==> config.mk <==
export PLATFORM = sky130hd
export DESIGN_NAME = char_scroll_buffer
export DESIGN_NICKNAME = d
export VERILOG_FILES = /design/src/rtl/char_scroll_buffer.sv
export SDC_FILE = /design/constraint.sdc
export NUM_CORES = 1
export LEC_CHECK = 0
export ABC_CLOCK_PERIOD_IN_PS = 2000
export BUFFER_PORTS_ARGS = -buffer_cell sky130_fd_sc_hd__buf_2
export CAP_MARGIN = 10
export CORE_MARGIN = 5
export CORE_UTILIZATION = 45
export CTS_BUF_LIST = sky130_fd_sc_hd__clkbuf_4 sky130_fd_sc_hd__clkbuf_8
export DETAILED_ROUTE_END_ITERATION = 10
export HOLD_SLACK_MARGIN = 0.05
export PLACE_DENSITY = 0.75
export SYNTH_ARGS = -nofsm -noshare
export SYNTH_HDL_FRONTEND = slang
export SYNTH_SLANG_ARGS = --single-unit
==> constraint.sdc <==
create_clock -name clk -period 2 [get_ports clk]
set_clock_uncertainty 0.05 [all_clocks]
set_input_delay 0.1 -clock clk [delete_from_list [all_inputs] [get_ports clk]]
set_output_delay 0.1 -clock clk [all_outputs]
set_load 0.02 [all_outputs]
==> src/rtl/char_scroll_buffer.sv <==
// Character scroll feeder: FIFO-buffered byte stream shifted into a 4-char window at a fixed rate.
// Optional trailing blank-out of the window is enabled by defining SCROLL_FLUSH_EN.
`timescale 1ns/1ps

module char_scroll_buffer #(
   parameter int unsigned DEPTH      = 16,
   parameter int unsigned SCROLL_DIV = 25000000,
   parameter logic [7:0]  BLANK      = 8'h20
) (
   input  logic                     clk,
   input  logic                     rst_n,
   input  logic                     clear,
   input  logic [7:0]               in_char,
   input  logic                     in_valid,
   output logic                     in_ready,
   output logic [7:0]               char0,
   output logic [7:0]               char1,
   output logic [7:0]               char2,
   output logic [7:0]               char3,
   output logic [$clog2(DEPTH):0]   fifo_count,
   output logic                     busy
);

   localparam int unsigned AW = $clog2(DEPTH);
   localparam int unsigned TW = $clog2(SCROLL_DIV);
   localparam logic [TW-1:0] TIMER_LAST = TW'(SCROLL_DIV - 1);
   localparam logic [AW:0]   FULL_COUNT = (AW + 1)'(DEPTH);
   localparam logic [AW:0]   ONE_COUNT  = (AW + 1)'(1);

   typedef enum logic [1:0] {
      S_IDLE,
      S_RUN,
      S_FLUSH
   } state_t;

   logic [7:0]      mem_q [DEPTH];
   logic [AW-1:0]   wr_ptr_q;
   logic [AW-1:0]   rd_ptr_q;
   logic [AW:0]     count_q;
   logic [AW:0]     count_d;
   logic [TW-1:0]   timer_q;
   logic [3:0][7:0] win_q;
   state_t          state_q;
`ifdef SCROLL_FLUSH_EN
   logic [1:0]      flush_cnt_q;
`endif

   logic push;
   logic pop;
   logic tick;
   logic empties;

   assign in_ready = (count_q != FULL_COUNT) && !clear && rst_n;
   assign push     = in_valid && in_ready;
   assign tick     = (state_q != S_IDLE) && (timer_q == TIMER_LAST);
   // Only ticks pop, so a char written into an empty FIFO cannot leave in the same cycle.
   assign pop      = tick && (count_q != '0);
   assign empties  = pop && (count_q == ONE_COUNT) && !push;

   always_comb begin
      // NOTE: default assignment first so no path through the block leaves count_d unassigned (no latch).
      count_d = count_q;
      case ({push, pop})
         2'b10:   count_d = count_q + ONE_COUNT;
         2'b01:   count_d = count_q - ONE_COUNT;
         default: count_d = count_q;
      endcase
   end

   // NOTE: the character store has no reset; pointers and count alone define which entries are valid.
   always_ff @(posedge clk) begin
      if (push) mem_q[wr_ptr_q] <= in_char;
   end

   always_ff @(posedge clk or negedge rst_n) begin
      // NOTE: all state here uses non-blocking assignments so every register samples pre-edge values.
      if (!rst_n) begin
         wr_ptr_q    <= '0;
         rd_ptr_q    <= '0;
         count_q     <= '0;
         timer_q     <= '0;
         win_q       <= {4{BLANK}};
         state_q     <= S_IDLE;
`ifdef SCROLL_FLUSH_EN
         flush_cnt_q <= '0;
`endif
      end else if (clear) begin
         wr_ptr_q    <= '0;
         rd_ptr_q    <= '0;
         count_q     <= '0;
         timer_q     <= '0;
         win_q       <= {4{BLANK}};
         state_q     <= S_IDLE;
`ifdef SCROLL_FLUSH_EN
         flush_cnt_q <= '0;
`endif
      end else begin
         if (push) wr_ptr_q <= wr_ptr_q + AW'(1);
         if (pop)  rd_ptr_q <= rd_ptr_q + AW'(1);
         count_q <= count_d;

         if (state_q == S_IDLE || tick) timer_q <= '0;
         else                           timer_q <= timer_q + TW'(1);

         case (state_q)
            S_IDLE: begin
               if (count_q != '0) state_q <= S_RUN;
            end
            S_RUN: begin
               if (pop) begin
                  win_q <= {win_q[2:0], mem_q[rd_ptr_q]};
                  if (empties) begin
`ifdef SCROLL_FLUSH_EN
                     state_q     <= S_FLUSH;
                     flush_cnt_q <= '0;
`else
                     state_q     <= S_IDLE;
`endif
                  end
               end
            end
`ifdef SCROLL_FLUSH_EN
            S_FLUSH: begin
               if (pop) begin
                  win_q       <= {win_q[2:0], mem_q[rd_ptr_q]};
                  state_q     <= empties ? S_FLUSH : S_RUN;
                  flush_cnt_q <= '0;
               end else if (tick) begin
                  win_q       <= {win_q[2:0], BLANK};
                  flush_cnt_q <= flush_cnt_q + 2'd1;
                  if (flush_cnt_q == 2'd3) state_q <= S_IDLE;
               end
            end
`endif
            default: state_q <= S_IDLE;
         endcase
      end
   end

   assign char0      = win_q[0];
   assign char1      = win_q[1];
   assign char2      = win_q[2];
   assign char3      = win_q[3];
   assign fifo_count = count_q;
   assign busy       = (state_q != S_IDLE);

endmodule

### Yosys cells after proc, flatten, opt, wreduce, memory -nomap -nowiden

Memory sizes are Yosys's and may differ from the RTL's.
Index checks and enable logic that the tools add are counted.

* $add $sub $neg: 5
* eq/ne operators: 9
* muxes and demuxes: 18
* reductions and logical operators: 19

Operators with widths (count)
* $mux 32: 3
* $mux 25: 2
* $add 25x1->25 const B: 1
* $eq 25x25->1 const B: 1
* $mux 4: 4
* $pmux 5 s2: 1
* $add 4x1->4 const B: 2
* $mux 2: 4
* $reduce_bool 2->1: 4
* $logic_and 1x1->1: 7
* $ne 3x3->1 const B: 2
* $add 5x1->5 const B: 1
* $eq 5x1->1 const B: 1
* $mux 5: 1
* $ne 5x5->1 const B: 1
* $reduce_bool 5->1: 1
* $sub 5x1->5 const B: 1
* $eq 2x1->1 const B: 2
* $pmux 2 s2: 1
* $ne 3x2->1 const B: 1
* $reduce_and 3->1: 1
* $reduce_bool 3->1: 1
* $eq 2x2->1 const B: 1
* $logic_not 1->1: 2
* other kinds (4): 5

* register bits after elaboration: 72
* bits in writable memories: 128
* output and inout bits: 39
* memories: 1

Memories
* mem_q: words 16, bits a word 8, read ports 1, clocked after Yosys merged registers in 0, write ports 1, RTL line 36 `logic [7:0] mem_q [DEPTH];`

### Longest topological paths before layout

* depth after elaboration: 10
* gate-level depth with buffers: 9
* mapped depth without buffers: 7

### Worst setup path before layout

OpenSTA, ideal clock, no wires.

* path type: flip-flop to flip-flop
* from: reg count_q[0] (netlist: fifo_count[0])
* to: mem mem_q[10][0] (enable)
* setup time: 332 ps
* data arrival time: 1940 ps
* data required time: 1618 ps
* path slack: -322 ps
* stages on the path, launching flop included: 7
* buffers on the path: 1
* clock period less this slack: 2322 ps
* cells stage by stage: dfrtp_1 > inv_1 > ha_1 > a31o_2 > clkbuf_1 > nor4b_1 > and2_1

* word-level cells in the longest chain between the ends: 6

RTL lines
* from (decl): RTL line 39 `logic [AW:0] count_q;`
* from (signal assigned): RTL line 100 `count_q <= count_d;`
* $ne 5x5->1: RTL line 53 `assign in_ready = (count_q != FULL_COUNT) && !clear && rst_n;`
* $logic_and 1x1->1 (2 in a row): RTL line 53
* $logic_and 1x1->1: RTL line 54 `assign push = in_valid && in_ready;`
* $mux 1: RTL line 72 `if (push) mem_q[wr_ptr_q] <= in_char;`
* $mux 1 (implied by the code): RTL line 72
* to (decl): RTL line 36

Every way passes these cells.

### Final worst setup path

* from: reg timer_q[7]
* to: reg count_q[3] (netlist: fifo_count[3])

* word-level cells in the longest chain between the ends: 6
* elaborated cells between the ends (all ways): 8
* those cells by class: eq/ne: 3; mux: 2; reduce/logical: 3

RTL lines
* from (decl): RTL line 41 `logic [TW-1:0] timer_q;`
* from (signal assigned): RTL line 103 `else timer_q <= timer_q + TW'(1);`
* $eq 25x25->1 (*): RTL line 55 `assign tick = (state_q != S_IDLE) && (timer_q == TIMER_LAST);`
* $logic_and 1x1->1 (*): RTL line 55
* $logic_and 1x1->1 (*): RTL line 57 `assign pop = tick && (count_q != '0);`
* $eq 2x1->1 or $eq 2x2->1 (tied branches): RTL line 63 `case ({push, pop})`
* $pmux 5 s2: RTL line 63
* $mux 5: RTL line 87 `end else if (clear) begin`

Every way passes the cells marked *; elsewhere a longest branch is shown, timed or not.
A chain may end at the register's enable or synchronous reset.

==> results.tsv <==
stage	metric	value	unit
status	status	finished with violations	
status	failing checks	negative hold slack, negative setup slack	
global_route	largest net degree at the start of global routing	73	
layout	ant diodes	0	
floorplanning	CORE AREA	18600	µm²
route	Final ANT Viol Nets	0	
route	DRC	0	
sta	Final Cycle Share	104	%
layout	Nets	742	
synthesis	top_reg_cell synth	edfxtp_1	
sta	Worst slew margin	40.8	%
floorplanning	die area	21500	µm²
setup_path	flop-to-flop setup slack	-0.09	ns
sta	Setup WS post-layout	-0.0868	ns
placed_design	GPL Wtd Cong	0.859	
synthesis	synthesis warning total	0	
setup_path	Critical Path End Type	register	
global_route	first-pass GRT wire length	29200	µm
sta	Fin. Hold Viols	67	
floorplanning	Initial Utilization	45.3	%
sta	Max Slew Vio Count	0	
clocking	clock root buffer	clkbuf_8	
synthesis	post-synthesis async set-or-reset flop share	35.7	%
layout	share of cells above drive strength 1	38.5	%
layout	synth-to-layout area growth	24.1	%
setup_path	WP data required	2.31	ns
floorplanning	Die Y-Extent	147	µm
setup_path	data arrival time of the critical path	2.39	ns
sta	RSZ-0062 raised after global routing	yes	
clocking	Worst-path clk slew	0.10	ns
sta	setup violators final	16	
setup_path	Critical Path Sink	fifo_count[3]	
global_route	Total GRT Usage	17.3	%
sta	Tightest Pin Transition	0.888	ns
setup_path	worst setup path startpoint	timer_q[7]	
synthesis	Unique masters post-synth	43	
clocking	Longest Clk Path Bufs	2	
setup_path	reg2reg start	timer_q[7]	
layout	final core occ	56.2	%
setup_path	R2R depth	5	
synthesis	Syn Std Cell Area	8410	µm²
synthesis	Mapped Cells	600	
pwr	power per standard cell area	687	nW/µm²
synthesis	net count after synthesis	622	
clocking	clock sinks	199	
route	drt pass-1 iters	5	
setup_path	reg-to-reg endpoint	fifo_count[3]	
global_route	initial antenna violation count	0	
clocking	clk_lat worst skew	0.47	ns
synthesis	Seq cells post-synth	199	
route	Via density	5.69	
floorplanning	Ports	51	
clocking	CTS Hold Bufs	8	
setup_path	kind of critical path	register to register	
floorplanning	FP Rows	50	
pwr	Lkg Pwr	3.85	nW
clocking	H-tree lvl count	4	
pwr	maximum vdd drop	0.406	mV
route	final wirelength	19100	µm
clocking	CTS Buf Count	17	
clocking	CTS tree	done	
sta	hold slack	-0.198	ns
route	routed len/inst	19.7	µm
synthesis	syn_area_per_cell	14.0	µm²
sta	Max Fclk	479	MHz
flow_run	Max Cap Viol	0	
setup_path	startpoint types	register	
global_route	GRT Residual Overflow	0	
route	Starting DRT DRC Count	505	
route	DR vias	5498	
placed_design	Port Buffers	50	
min_path	Hold WC Path Type	input pin to asynchronous set/reset pin	
sta	Tmin final	2.09	ns
placed_design	dpl hpwl	12000	µm
setup_path	Crit Path Max Fanout	8	
global_route	number of global-route vias before repair	5455	
synthesis	EDFF count, synth	128	
floorplanning	Die W	147	µm
synthesis	sequential share of the synthesized area	66.9	%
layout	fill cell count	1429	
[synthesized netlist by cell type, types with 3 or more instances]
master	instances	area, µm²
edfxtp_1	128	3840
inv_1	10	37.5
nor2_1	44	165
nand4_1	13	81.3
nor3_1	8	40.0
a211oi_1	5	37.5
nor4b_1	3	26.3
nor2b_1	5	31.3
nor4_1	3	18.8
buf_2	10	50.1
dfstp_2	4	105
and3_1	5	31.3
clkbuf_1	22	82.6
xnor2_1	9	78.8
a22oi_1	14	105
mux4_2	32	721
and4_1	7	61.3
nand3_1	15	75.1
nand3b_1	4	30.0
xor2_1	19	166
a21oi_1	35	175
ha_1	10	125
nand2_1	86	323
and2_1	18	113
a211o_1	3	26.3
dfrtp_1	67	1680
[layout by cell type, fill, tap and decap left out, types with 3 or more instances in the layout]
cell / Yosys / final
a211o_1: 3 / 3
a211oi_1: 5 / 4
a21oi_1: 35 / 21
a21oi_2: 0 / 13
a22oi_2: 0 / 12
and2_1: 18 / 5
and2_4: 0 / 13
and3_4: 0 / 4
and4_1: 7 / 6
buf_12: 0 / 11
buf_2: 10 / 49
buf_4: 0 / 52
buf_6: 0 / 9
clkbuf_8: 0 / 17
dfrtp_1: 67 / 64
dfrtp_2: 0 / 3
dfstp_2: 4 / 4
dlygate4sd3_1: 0 / 8
edfxtp_1: 128 / 128
ha_1: 10 / 9
inv_1: 10 / 8
inv_6: 0 / 4
inv_8: 0 / 4
mux4_2: 32 / 32
nand2_1: 86 / 66
nand2_2: 0 / 17
nand2_4: 0 / 3
nand3_1: 15 / 15
nand3b_1: 4 / 4
nand4_1: 13 / 13
nor2_1: 44 / 41
nor2b_1: 5 / 5
nor3_1: 8 / 7
nor4_1: 3 / 3
xnor2_1: 9 / 9
xor2_1: 19 / 19
[repair_timing]
action | CTS | global route
resized for setup | 27 | 75
setup endpoints to repair | 132 | 154
cloned | 0 | 4
pin swaps | 10 | 17
setup buffers | 13 | 6
hold endpoints to repair | 195 | 67
[logic make-up after synthesis]
group                    Yosys count  synth area share (%)
AND/OR/NAND/NOR                  220                  12.9
XOR/XNOR                          28                  2.92
adder cells (fa/ha/maj)           10                  1.49
flip-flops                       199                  66.9
multiplexers                      34                  8.82
buffers and inverters             42                  2.02
AO/OA/AOI/OAI                     67                  5.03
[sequential cells by signal, indices dropped and copies added (netlist names)]
register	flops
timer_q	25
char1	8
char2	8
char0	8
mem_q	128
wr_ptr_q	4
rd_ptr_q	4
state_q	1
fifo_count	5
char3	8
[worst min-delay path by stage]
stage,from,endpoint,cells past startpoint
floorplan,rst_n,char0[0],0
global placement,rst_n,timer_q[20],2
detailed placement,rst_n,timer_q[19],2
CTS,rst_n,timer_q[17],2
global route,rst_n,timer_q[17],2
finish,rst_n,timer_q[19],2
[critical path, cell delays in order (launching register included)]
cell and delay [ns]:
dfrtp_1 0.39, or4_4 0.54, nor4_4 0.27, nand4_4 0.23
and3b_1 0.24, a311o_1 0.26
[area by class of cell]
cell class / instances / area, µm² / share of cell area [%]
inverter: 10 / 37.5 / 0.360
sequential: 199 / 5630 / 53.9
multi-input combinational: 359 / 2980 / 28.6
clock buffer: 18 / 241 / 2.31
clock inverter: 14 / 138 / 1.32
tap: 234 / 293 / 2.80
timing repair buffer: 133 / 1120 / 10.7
[routing by layer]
metal  share of wire [%]  GRT usage [%]
met1                  42           23.3
met2                  50           28.4
met3                 7.2           4.41
met4                 1.5           4.33
met5                   0              0
[report_power, final]
part / total [mW] / switching [mW] / internal, mW
registers: 4.41 / 0.0116 / 4.40
clock network: 2.48 / 1.54 / 0.939
logic: 0.288 / 0.186 / 0.102
total: 7.18 / 1.74 / 5.44
[metrics by stage]
stage	worst slack [ns]	TNS, ns	power, mW	cell area (µm²)	cells
2_1_floorplan	-0.0958	-5.36	4.61	8490	600
3_3_place_gp	-0.0427	-1.38	4.73	9390	905
3_5_place_dp	-0.111	-5.51	4.75	9390	905
4_1_cts	-0.0693	-0.632	7.19	10100	958
5_1_grt	-0.143	-3.89	7.43	10400	967
6_report	-0.0868	-0.886	7.18	10400	967
Power figures use the tool's default switching activity.
